### src/rtl/core_mul_pkg.sv
// Shared types for the multi-cycle multiplier: word/dword aliases, FSM encoding
// and the operand magnitude helper used when latching signed operands.
package core_mul_pkg;

  typedef logic [31:0] word_t;
  typedef logic [63:0] dword_t;

  typedef enum logic [1:0] {
    IDLE = 2'd0,
    MUL  = 2'd1,
    FIX  = 2'd2
  } mul_state_e;

  // |v| as an unsigned word; -0x80000000 wraps to 0x80000000, which is exactly 2^31.
  function automatic word_t magnitude(input word_t v, input logic is_signed);
    return (is_signed && v[31]) ? word_t'(-v) : v;
  endfunction

endpackage

### src/rtl/core_mul_step.sv
// One multiply iteration: adds multiplicand * slice, shifted into place, to the
// running 64-bit accumulator. Purely combinational.
module core_mul_step
  import core_mul_pkg::*;
#(
  parameter int STEP_BITS = 2
) (
  input  dword_t               acc_in,
  input  word_t                mcand,
  input  logic [STEP_BITS-1:0] slice,
  input  logic [5:0]           shift,
  output dword_t               acc_out
);

  dword_t partial;

  always_comb begin
    partial = dword_t'(mcand) * dword_t'(slice);
    acc_out = acc_in + (partial << shift);
  end

endmodule

### src/rtl/core_mul.sv
// Multi-cycle signed/unsigned 32x32->64 multiplier with optional 32/64-bit addend.
// Retires STEP_BITS multiplier bits per cycle, then applies sign and addend in FIX.
module core_mul
  import core_mul_pkg::*;
#(
  parameter int STEP_BITS = 2
) (
  input  logic        clk,
  input  logic        rst_n,
  input  logic        mul_start,
  input  logic [31:0] mul_a,
  input  logic [31:0] mul_b,
  input  logic [31:0] mul_c_hi,
  input  logic [31:0] mul_c_lo,
  input  logic        mul_add,
  input  logic        mul_long,
  input  logic        mul_signed,
  output logic        mul_ready,
  output logic [31:0] mul_q_hi,
  output logic [31:0] mul_q_lo
);

  localparam int         N    = 32 / STEP_BITS;
  localparam logic [5:0] LAST = 6'(N - 1);

  // Handshake: a request is taken on any clock edge where mul_ready=1 and
  // mul_start=1; mul_ready stays low until q is updated, and starts seen while
  // low are dropped. q holds its value until the FIX of the next request.
  mul_state_e state, state_next;

  logic [5:0]           cnt;
  logic [5:0]           shift;
  logic [STEP_BITS-1:0] slice;
  word_t                a_mag, b_mag;
  dword_t               c64, acc, acc_next, q;
  logic                 neg, add;

  assign shift = 6'(cnt * STEP_BITS);
  assign slice = STEP_BITS'(b_mag >> shift);

  core_mul_step #(.STEP_BITS(STEP_BITS)) u_step (
    .acc_in  (acc),
    .mcand   (a_mag),
    .slice   (slice),
    .shift   (shift),
    .acc_out (acc_next)
  );

  always_ff @(posedge clk or negedge rst_n) begin
    if (!rst_n) state <= IDLE;
    else        state <= state_next;
  end

  always_comb begin
    state_next = state;
    unique case (state)
      IDLE:    if (mul_start) state_next = MUL;
      MUL:     if (cnt == LAST) state_next = FIX;
      FIX:     state_next = IDLE;
      default: state_next = IDLE;
    endcase
  end

  always_comb begin
    mul_ready = (state == IDLE);
  end

  always_ff @(posedge clk or negedge rst_n) begin
    if (!rst_n) begin
      a_mag <= '0;
      b_mag <= '0;
      c64   <= '0;
      neg   <= 1'b0;
      add   <= 1'b0;
      acc   <= '0;
      cnt   <= '0;
      q     <= '0;
    end else begin
      unique case (state)
        IDLE: if (mul_start) begin
          a_mag <= magnitude(mul_a, mul_signed);
          b_mag <= magnitude(mul_b, mul_signed);
          neg   <= mul_signed & (mul_a[31] ^ mul_b[31]);
          c64   <= mul_long ? {mul_c_hi, mul_c_lo} : {32'b0, mul_c_lo};
          add   <= mul_add;
          acc   <= '0;
          cnt   <= '0;
        end
        MUL: begin
          acc <= acc_next;
          cnt <= cnt + 6'd1;
        end
        FIX: q <= (neg ? -acc : acc) + (add ? c64 : '0);
        default: ;
      endcase
    end
  end

  assign mul_q_hi = q[63:32];
  assign mul_q_lo = q[31:0];

endmodule

### config.mk
export PLATFORM = sky130hd
export DESIGN_NAME = core_mul
export DESIGN_NICKNAME = d
export VERILOG_FILES = /design/src/rtl/core_mul_pkg.sv /design/src/rtl/core_mul_step.sv /design/src/rtl/core_mul.sv
export SDC_FILE = /design/constraint.sdc
export NUM_CORES = 1
export LEC_CHECK = 0
export CAP_MARGIN = 40
export CORE_UTILIZATION = 25
export CTS_BUF_LIST = sky130_fd_sc_hd__clkbuf_2
export DETAILED_ROUTE_END_ITERATION = 8
export DONT_BUFFER_PORTS = 1
export PLACE_DENSITY = 0.36
export RECOVER_POWER = 100
export SLEW_MARGIN = 25
export SYNTH_ARGS = -nofsm -noshare
export SYNTH_HDL_FRONTEND = slang
export SYNTH_HIERARCHICAL = 1
export SYNTH_SLANG_ARGS = --single-unit
### constraint.sdc
create_clock -name clk -period 7.9 [get_ports clk]
set_input_delay 1.58 -clock clk [delete_from_list [all_inputs] [get_ports clk]]
set_output_delay 1.58 -clock clk [all_outputs]
set_load 0.02 [all_outputs]
==> metrics.md, run 1 <==
| Metric | Value |
|---|---|
| Routed Antenna Nets | 0 |
| CTS tree | yes |
| Skew final | 0.114 ns |
| Mapped Area | 26000 um^2 |
| Min Tclk post-route | 7.68 ns |
| Synth Instances | 3382 |
| Seq/Total Area, Yosys | between 20% and 30% |
| Overflow after GRT | 0 |
| Top-count cell post-synth | nand2_1 |
| Largest net degree at the start of global routing | 248 |
| Synth top area share | 25.6% |
| RSZ-0062 raised after global routing | true |
| Synthesis-to-layout area growth | 24.1% |
| Largest stage delay on the critical path | 0.55 ns |
| FP Rows | 117 |
| Port bufs | 0 |
| DP Cell Count | 4922 |
| Clk pin slew, worst setup/hold paths | 0.09 ns |
| CP max stage cell | mux4_2 |
| Iter 0 DRT Violations | about 1500 |
| Total GRT Usage | 18.2% |
| Yosys synthesis warning count | 6 |
| Synth top area cells | dfrtp_1 26%, nand2_1 9.3%, ha_1 7.7%, o21ai_0 6.4%, xnor2_1 6.0% |
| Clock Sinks | 266 |
| Area of the multi-input gates | slightly below 20000 um^2 |
| Critical Path Fanout Max | 6 |
| Status | finished with violations |
| Syn nets | between 3000 and 4000 |
| Initial antenna violation count | 3 |
| Die height | 324 um |
| I/O pin count | approximately 200 |
| Asr flop ratio synth | 100% |
| Setup WS post-layout | 0.220 ns |
| Failing checks | max-capacitance violations, max-slew violations |
| Die width | 324 um |
| Core ar. | 102000 um^2 |
| Crit path DAT | ~8.7 ns |
| Nature of the critical path endpoint | flip-flop |
| #FFs+latches synth | 266 |
| Initial Util | 25.4% |
| Max H-tree Level | 3 |
| Area after DPL | ~30000 um^2 |
| Fin crit share | 97.2% |
| CP Depth | 34 |
| Die area | roughly 110000 um^2 |
| Placement Setup Slack | -0.270 ns |
| WP data required | 8.95 ns |
| Max Freq | 0.130 GHz |
| # DRC | 0 |
| Top cells by count, synth | 646 x nand2_1, 331 x o21ai_0, 266 x dfrtp_1 |
| First-pass GRT wire length | 152000 um |
| Area leader, netlist | dfrtp_1 |
| Unique masters post-synth | 112 |
| Cell mode on critical path | mux4_2 |
| Final Cell Area | approximately 32000 um^2 |
| Via density | 4.91 |
| Core Util, Final | between 30% and 40% |
| Final GP Congestion | 0.884 |
| Clk buf depth | 3 |
| Routed WL per cell | 19.2 um |
| Nets | 3986 |
| Vias in the first global route | 25178 |
| Reg area | 6660 um^2 |
| Layout cell share with drive strength beyond 1 | 22.6% |
| Critical path start-end classification | reg2reg |
| Top_reg_cell synth | dfrtp_1 |
| Post-DP HPWL | 76300 um |
| Hold Crit Class | reg2reg |
| Final setup vio count | 0 |
| Routed via count | 25098 |
| Max_slew headroom | -122% |
| Crit-path leading delay family | compound AO/OA/AOI/OAI gates |
| Final hold viol count | 0 |
| MaxCap Viol Count | 8 |
| Least-Margin Pin Slew | roughly 3.3 ns |
| Hold path cells | 2 |
| Final Max Slew Viols | 444 |
| Clock Latency Late Sink | 1.22 ns |
| Critical path buffer and inverter count | 6 |
| R2R depth | 34 |
| Drt total wl | 98000 um |
| CTS Buf Count | 84 |
| Number of enable flip-flop cells after synthesis | 0 |
| Pre-Repair DR Iteration Count | 5 |
| Number of fill cells | 11251 |
| Crit path launch type | flip-flop |
| Root Driver | clkbuf_2 |
| Avg Synthesized Cell Area | 7.69 um^2 |
| Non-Filler Instances | between 5000 and 6000 |
==> layout make-up <==
type                       instances  area share (%)
sequential                       266            20.7
tap                             1368            5.31
multi-input combinational       2833            60.2
clock buffer                     113            1.75
antenna                            1         0.00776
clock inverter                    32           0.524
inverter                          77           0.896
timing repair buffer             426            10.6
==> flip-flops by register name, indices dropped and copies added (netlist names) <==
name   count
acc       64
c64       64
q         64
a_mag     32
b_mag     32
cnt        6
state      2
add        1
neg        1
==> what timing repair did <==
| action | CTS | global route |
|---|---|---|
| resized for setup | 28 | 267 |
| endpoints found under the setup margin | 12 | 23 |
| hold endpoints to repair | 247 | 0 |
| pin swaps | 12 | 96 |
| gates cloned | 0 | 4 |
| buffers inserted | 5 | 37 |
| hold buffers | 2 | 0 |
==> placed cells by master (no fill, tap or decap), drive strengths merged, types with 54 or more instances in the layout <==
master    n
dfrtp   266
nor2    178
ha      161
xnor2   177
clkbuf  123
inv      79
and2    154
a21oi   213
xor2     84
buf     416
nand3    85
o21ai   347
nor3     54
nand2   650
a21o     73
==> per-stage QoR <==
stage | hold WS, ns | TNS (ns)
floorplan | 0.431 | 0
global placement | 0.446 | -1.39
detailed placement | 0.450 | -1.58
CTS | 0.101 | 0
global route | 0.336 | -0.180
finish | 0.464 | 0
==> final timing paths <==
| kind | start | endpoint | slack (ns) |
|---|---|---|---|
| setup / recovery | cnt[0] | acc[63] | 0.22 |
| hold / removal | c64[56] | c64[56] | 0.46 |
| setup reg to reg | cnt[0] | acc[63] | 0.22 |
| hold reg to reg | c64[56] | c64[56] | 0.46 |
| max in group asynchronous | rst_n | cnt[1] | 1.92 |
| min in group asynchronous | rst_n | acc[57] | 0.94 |
==> per-layer routing <==
metal	routed length, um	up-vias	share of wire [%]	global-route usage, %
met1	47300	11740	48	25.2
li1	-	12793	-	-
met4	1980	0	2.0	4.84
met3	3390	111	3.5	2.55
met2	45300	454	46	29.5
met5	0	-	0	0
==> tightest hold or removal path: cells and delay by family, from the launching register on <==
kind          cells  cell delay (ns)
flops             1             0.34
simple gates      2             0.10
==> cell families after synthesis <==
family                   synth area share [%]
other                                  0.0144
XOR/XNOR                                 8.79
AND/OR/NAND/NOR                          24.3
buffers and inverters                    4.64
adder cells (fa/ha/maj)                  7.98
AO/OA/AOI/OAI                            24.4
flip-flops                               25.6
multiplexers                             4.28
Power of run 1 is not shown: default switching activity piles up to over one toggle a cycle in this logic, so the estimate is an artifact.
==> run 2: changes to the inputs <==
- ABC_AREA: unset -> 1
==> run 2 against run 1 <==
Against the previous run: final cell count rose by 34%; the flow still finishes with violations (max-capacitance violations, max-slew violations); setup slack improved by 0.39 ns; sequential cell count is the same; critical path depth grew 6; routed wire length rose by 34%; sequential share of layout area is 0.19 points lower; clock skew fell by 0.026 ns.
==> metrics.md, run 2 <==
| Metric | Value |
|---|---|
| Area leader, netlist | nand2_1 |
| WP data required | ~9 ns |
| Overflow after GRT | 0 |
| Max H-tree Level | 3 |
| CTS tree | yes |
| Setup TNS | 0 ns |
| Max_slew headroom | -121% |
| Final setup vio count | 0 |
| Hold Crit Class | in2reg |
| Vias in the first global route | between 30000 and 40000 |
| Placement Setup Slack | 0.800 ns |
| Routed via count | 31694 |
| CTS Buf Count | 82 |
| Asr flop ratio synth | 100% |
| Top cells by count, synth | 1853 x nand2_1, 845 x inv_1, 418 x nor2_1 |
| Clock Latency Late Sink | 1.25 ns |
| Commonest non-fill, non-tap cell in the layout | nand2_1 |
| Die height | 349 um |
| Nature of the critical path endpoint | flip-flop |
| Mapped Area | 30100 um^2 |
| Final hold viol count | 0 |
| CP max stage cell | dfrtp_2 |
| Clk buf depth | 3 |
| Synth top area cells | nand2_1 23%, dfrtp_1 22%, inv_1 11%, ha_1 6.7%, nand3_1 6.4% |
| I/O pin count | 199 |
| # DRC | 0 |
| Least-Margin Pin Slew | 3.31 ns |
| Synth Instances | about 5200 |
| Initial Util | 25.3% |
| Root Driver | clkbuf_2 |
| Critical Path Fanout Max | 33 |
| Port bufs | 0 |
| Layout cell share with drive strength beyond 1 | 6.18% |
| Nets | between 5000 and 6000 |
| Crit path launch type | flip-flop |
| Clock Sinks | 266 |
| Crit path DAT | 8.41 ns |
| Drt total wl | 131000 um |
| Pre-Repair DR Iteration Count | 5 |
| Iter 0 DRT Violations | ~2300 |
| Post-DP HPWL | 109000 um |
| Status | finished with violations |
| Number of fill cells | 13842 |
| Die width | around 350 um |
| RSZ-0062 raised after global routing | false |
| Fin crit share | just over 90% |
| Top flop regs | acc x64, c64 x64, q x64 |
| Top-count cell post-synth | nand2_1 |
| Die area | between 100000 and 150000 um^2 |
| Final Max Slew Viols | 488 |
| Setup WS post-layout | 0.613 ns |
| Top_reg_cell synth | dfrtp_1 |
| Core ar. | 119000 um^2 |
| Via density | approximately 4.6 |
| Max Freq | 0.137 GHz |
| Highest-count cells in the layout ignoring fill and taps | 1852 x nand2_1, 846 x inv_1, 418 x nor2_1, 385 x nand3_1, 271 x o21ai_0 |
| MaxCap Viol Count | 8 |
| Skew final | 0.0880 ns |
| Synth top area share | 23.1% |
| Post_cts resized | 0 |
| Largest net degree at the start of global routing | 267 |
| Clk pin slew, worst setup/hold paths | 0.11 ns |
| Critical path start-end classification | reg2reg |
| Seq/Total Area, Yosys | 22.1% |
| Failing checks | max-capacitance violations, max-slew violations |
| Routed Antenna Nets | 0 |
| Unique masters post-synth | 63 |
| First-pass GRT wire length | just under 200000 um |
| Total GRT Usage | a little over a fifth |
| Cell mode on critical path | nand2_1 |
| Largest stage delay on the critical path | around 0.52 ns |
| Min Tclk post-route | 7.29 ns |
| FP Rows | 126 |
| Routed WL per cell | 19.2 um |
| Final GP Congestion | around 0.9 |
| Initial antenna violation count | 8 |
| Synthesis-to-layout area growth | 8.23% |
| #FFs+latches synth | 266 |
| Avg Synthesized Cell Area | 5.81 um^2 |
| Number of enable flip-flop cells after synthesis | 0 |
| Yosys synthesis warning count | 6 |
==> run 2: changes by cell type in the layout (fill, tap and decap cells not counted), moves of 130 or more <==
cell / delta
nand3_1: +307
nor2_1: +260
inv_1: +776
buf_4: -366
nand2_1: +1211
and2_1: -130
==> run 2: timing repair <==
action / CTS / global route
hold endpoints to repair: 266 / 0
hold buffers: 1 / 0
buffers inserted: 0 / 0
==> run 2: per-layer routing <==
metal / vias to the layer above / part of all wire, % / GRT usage (%)
met5: - / 0.053 / 0
met1: 14633 / 49 / 30.2
met3: 102 / 4.9 / 3.12
li1: 16250 / - / -
met4: 10 / 1.4 / 4.02
met2: 699 / 45 / 34.4
==> run 2: final timing paths <==
| kind | from | end | slack [ns] | depth (start not counted) |
|---|---|---|---|---|
| max reg2reg | cnt[0] | acc[58] | 0.61 | 40 |
| min in group asynchronous | rst_n | acc[12] | 1.39 | 1 |
| max | cnt[0] | acc[58] | 0.61 | 40 |
| min | mul_c_lo[8] | c64[8] | 0.45 | 2 |
| min reg2reg | cnt[5] | state[1] | 0.47 | 1 |
| max in group asynchronous | rst_n | cnt[0] | 1.67 | 2 |
==> run 2: critical path, delay by kind of cell, from the launching register on <==
family / cells / cell delay, ns
simple gates: 13 / 1.54
buf+inv: 8 / 1.29
compound gates: 14 / 2.55
flops: 1 / 0.52
xor+xnor: 2 / 0.31
fa+ha+maj: 3 / 0.96
==> run 2: final cells by class <==
| class | instances | area (um^2) | share of cell area [%] |
|---|---|---|---|
| clock buffers | 119 | 596 | 1.83 |
| flip-flops and latches | 266 | 6660 | 20.5 |
| repair buffers | 35 | 297 | 0.911 |
| multi-input cells | 3908 | 19600 | 60.2 |
| clock inverters | 27 | 138 | 0.423 |
| inverters | 869 | 3260 | 10.0 |
| diodes | 6 | 15.0 | 0.0461 |
| well taps | 1600 | 2000 | 6.15 |
==> run 2: logic make-up after synthesis <==
family,after synthesis,synth area share [%]
and+or+nand+nor,2904,40.5
buffers and inverters,1007,12.8
AOI/OAI and AO/OA,652,12.2
DFF,266,22.1
xor gates and xnor gates,181,5.34
adders and majority gates,164,6.90
muxes,3,0.0998
other,1,0.0125
==> run 2: metrics by stage <==
step                      hold slack [ns]  instances  instance area [um^2]  util [%]
after floorplan                     0.430       5181                 30100         -
after global placement              0.462       6665                 31700      26.7
after detailed placement            0.462       6672                 31800      26.8
after CTS                           0.243       6819                 32600      27.5
after global routing                0.293       6828                 32600      27.4
final                               0.452       6830                 32600      27.4
Power of run 2 is left out for the same reason.
==> run 3: changes to the inputs <==
- MAX_ROUTING_LAYER: unset -> met4
==> run 3 against run 2 <==
Against the previous run: sequential share of layout area about the same; the run still ends with max-capacitance violations, max-slew violations left; critical path depth up 1; critical path type unchanged; routed wire length rose by 0.58%; die area is the same.
==> metrics.md, run 3 (synthesis gave the netlist of run 2 again) <==
| Metric | Value |
|---|---|
| Clock Latency Late Sink | 1.24 ns |
| Pre-Repair DR Iteration Count | 5 |
| Drt total wl | around 130000 um |
| Routed WL per cell | roughly 19 um |
| Final hold viol count | 0 |
| Largest stage delay on the critical path | 0.55 ns |
| Die width | 349 um |
| Routed via count | 31764 |
| Core ar. | roughly 120000 um^2 |
| Largest net degree at the start of global routing | 267 |
| Fin crit share | 92.6% |
| MaxCap Viol Count | 11 |
| Root Driver | clkbuf_2 |
| CTS Buf Count | between 80 and 90 |
| Fin Hold WS | between 0.4 and 0.5 ns |
| Iter 0 DRT Violations | 2347 |
| Vias in the first global route | a little over 30000 |
| Skew final | 0.0997 ns |
| I/O pin count | 199 |
| Status | finished with violations |
| Top flop regs | acc x64, c64 x64, q x64 |
| Port bufs | 0 |
| Placement Setup Slack | 0.590 ns |
| Initial antenna violation count | 8 |
| Clk pin slew, worst setup/hold paths | 0.10 ns |
| Die height | 349 um |
| Area after DPL | 31900 um^2 |
| FP Rows | 126 |
| Max Freq | roughly 0.14 GHz |
| Nature of the critical path endpoint | flip-flop |
| Crit path launch type | flip-flop |
| Critical Path Fanout Max | 32 |
| Reg area | 6660 um^2 |
| Post-CTS setup repair buffer count | 0 |
| Final Cell Area | 32600 um^2 |
| Layout cell share with drive strength beyond 1 | 6.34% |
| Commonest non-fill, non-tap cell in the layout | nand2_1 |
| CP max stage cell | dfrtp_2 |
| CTS tree | yes |
| Final GP Congestion | 0.954 |
| Critical path start-end classification | reg2reg |
| Final Max Slew Viols | approximately 610 |
| Via density | 4.65 |
| WP data required | 8.99 ns |
| Post-DP HPWL | between 100000 and 150000 um |
| Nets | 5464 |
| Setup TNS | 0 ns |
| Max_slew headroom | -118% |
| Synthesis-to-layout area growth | 8.28% |
| Routed Antenna Nets | 0 |
| Clock Sinks | about 270 |
| Highest-count cells in the layout ignoring fill and taps | 1852 x nand2_1, 846 x inv_1, 418 x nor2_1, 385 x nand3_1, 267 x o21ai_0 |
| Min Tclk post-route | ~7.3 ns |
| Die area | ~120000 um^2 |
| RSZ-0062 raised after global routing | false |
| Clk buf depth | 3 |
| Setup WS post-layout | 0.582 ns |
| Initial Util | 25.3% |
| Overflow after GRT | 0 |
| Final setup vio count | 0 |
| Area of the multi-input gates | 19600 um^2 |
| Hold Crit Class | in2reg |
| Least-Margin Pin Slew | 3.27 ns |
| Max H-tree Level | 3 |
| Failing checks | max-capacitance violations, max-slew violations |
| # DRC | 0 |
| Cell mode on critical path | nand2_1 |
| First-pass GRT wire length | 197000 um |
| Total GRT Usage | 22.1% |
| Number of fill cells | 14039 |
| Crit path DAT | 8.41 ns |
run 3: final timing paths:
path / cells past startpoint / end / start / slack [ns]
setup / recovery: 41 / acc[56] / cnt[0] / 0.58
hold reg to reg: 1 / state[1] / cnt[5] / 0.47
hold / removal: 2 / c64[8] / mul_c_lo[8] / 0.45
setup reg to reg: 41 / acc[56] / cnt[0] / 0.58
min in group asynchronous: 1 / acc[8] / rst_n / 1.29
max in group asynchronous: 2 / cnt[1] / rst_n / 1.94
run 3: timing repair:
item	in CTS	in global routing
hold buffers	1	0
hold endpoints to repair	266	0
gates resized for setup	0	5
endpoints found under the setup margin	0	7
run 3: cell type report:
class                           instances  share of cell area [%]
Antenna cell                           11                  0.0845
Clock buffer                          117                    1.80
Clock inverter                         21                   0.307
Inverter                              869                    10.0
Multi-Input combinational cell       3908                    60.2
Sequential cell                       266                    20.5
Tap cell                             1600                    6.15
Timing Repair Buffer                   40                   0.995
run 3: worst max-delay path, delay by kind of cell, from the launching register on:
family,cells,cell delay [ns]
adder cells (fa/ha/maj),3,1.00
buffers and inverters,7,1.09
XOR/XNOR,2,0.40
AO/OA/AOI/OAI,12,1.98
flip-flops,1,0.55
multiplexers,1,0.16
AND/OR/NAND/NOR,16,1.97
run 3: stage by stage:
step | utilization (%) | std cells
floorplan | - | 5181
global placement | 26.7 | 6671
detailed placement | 26.8 | 6677
CTS | 27.4 | 6816
global route | 27.4 | 6830
finish | 27.4 | 6832
run 3: metal layers:
| layer | global-route usage, % | part of all wire (%) | vias to the layer above |
|---|---|---|---|
| met3 | 3.81 | 5.2 | 107 |
| met5 | - | 0 | - |
| met2 | 34.6 | 45 | 752 |
| met1 | 29.7 | 48 | 14652 |
| met4 | 4.76 | 1.7 | 0 |
| li1 | - | - | 16253 |
Power of run 3 is left out for the same reason.
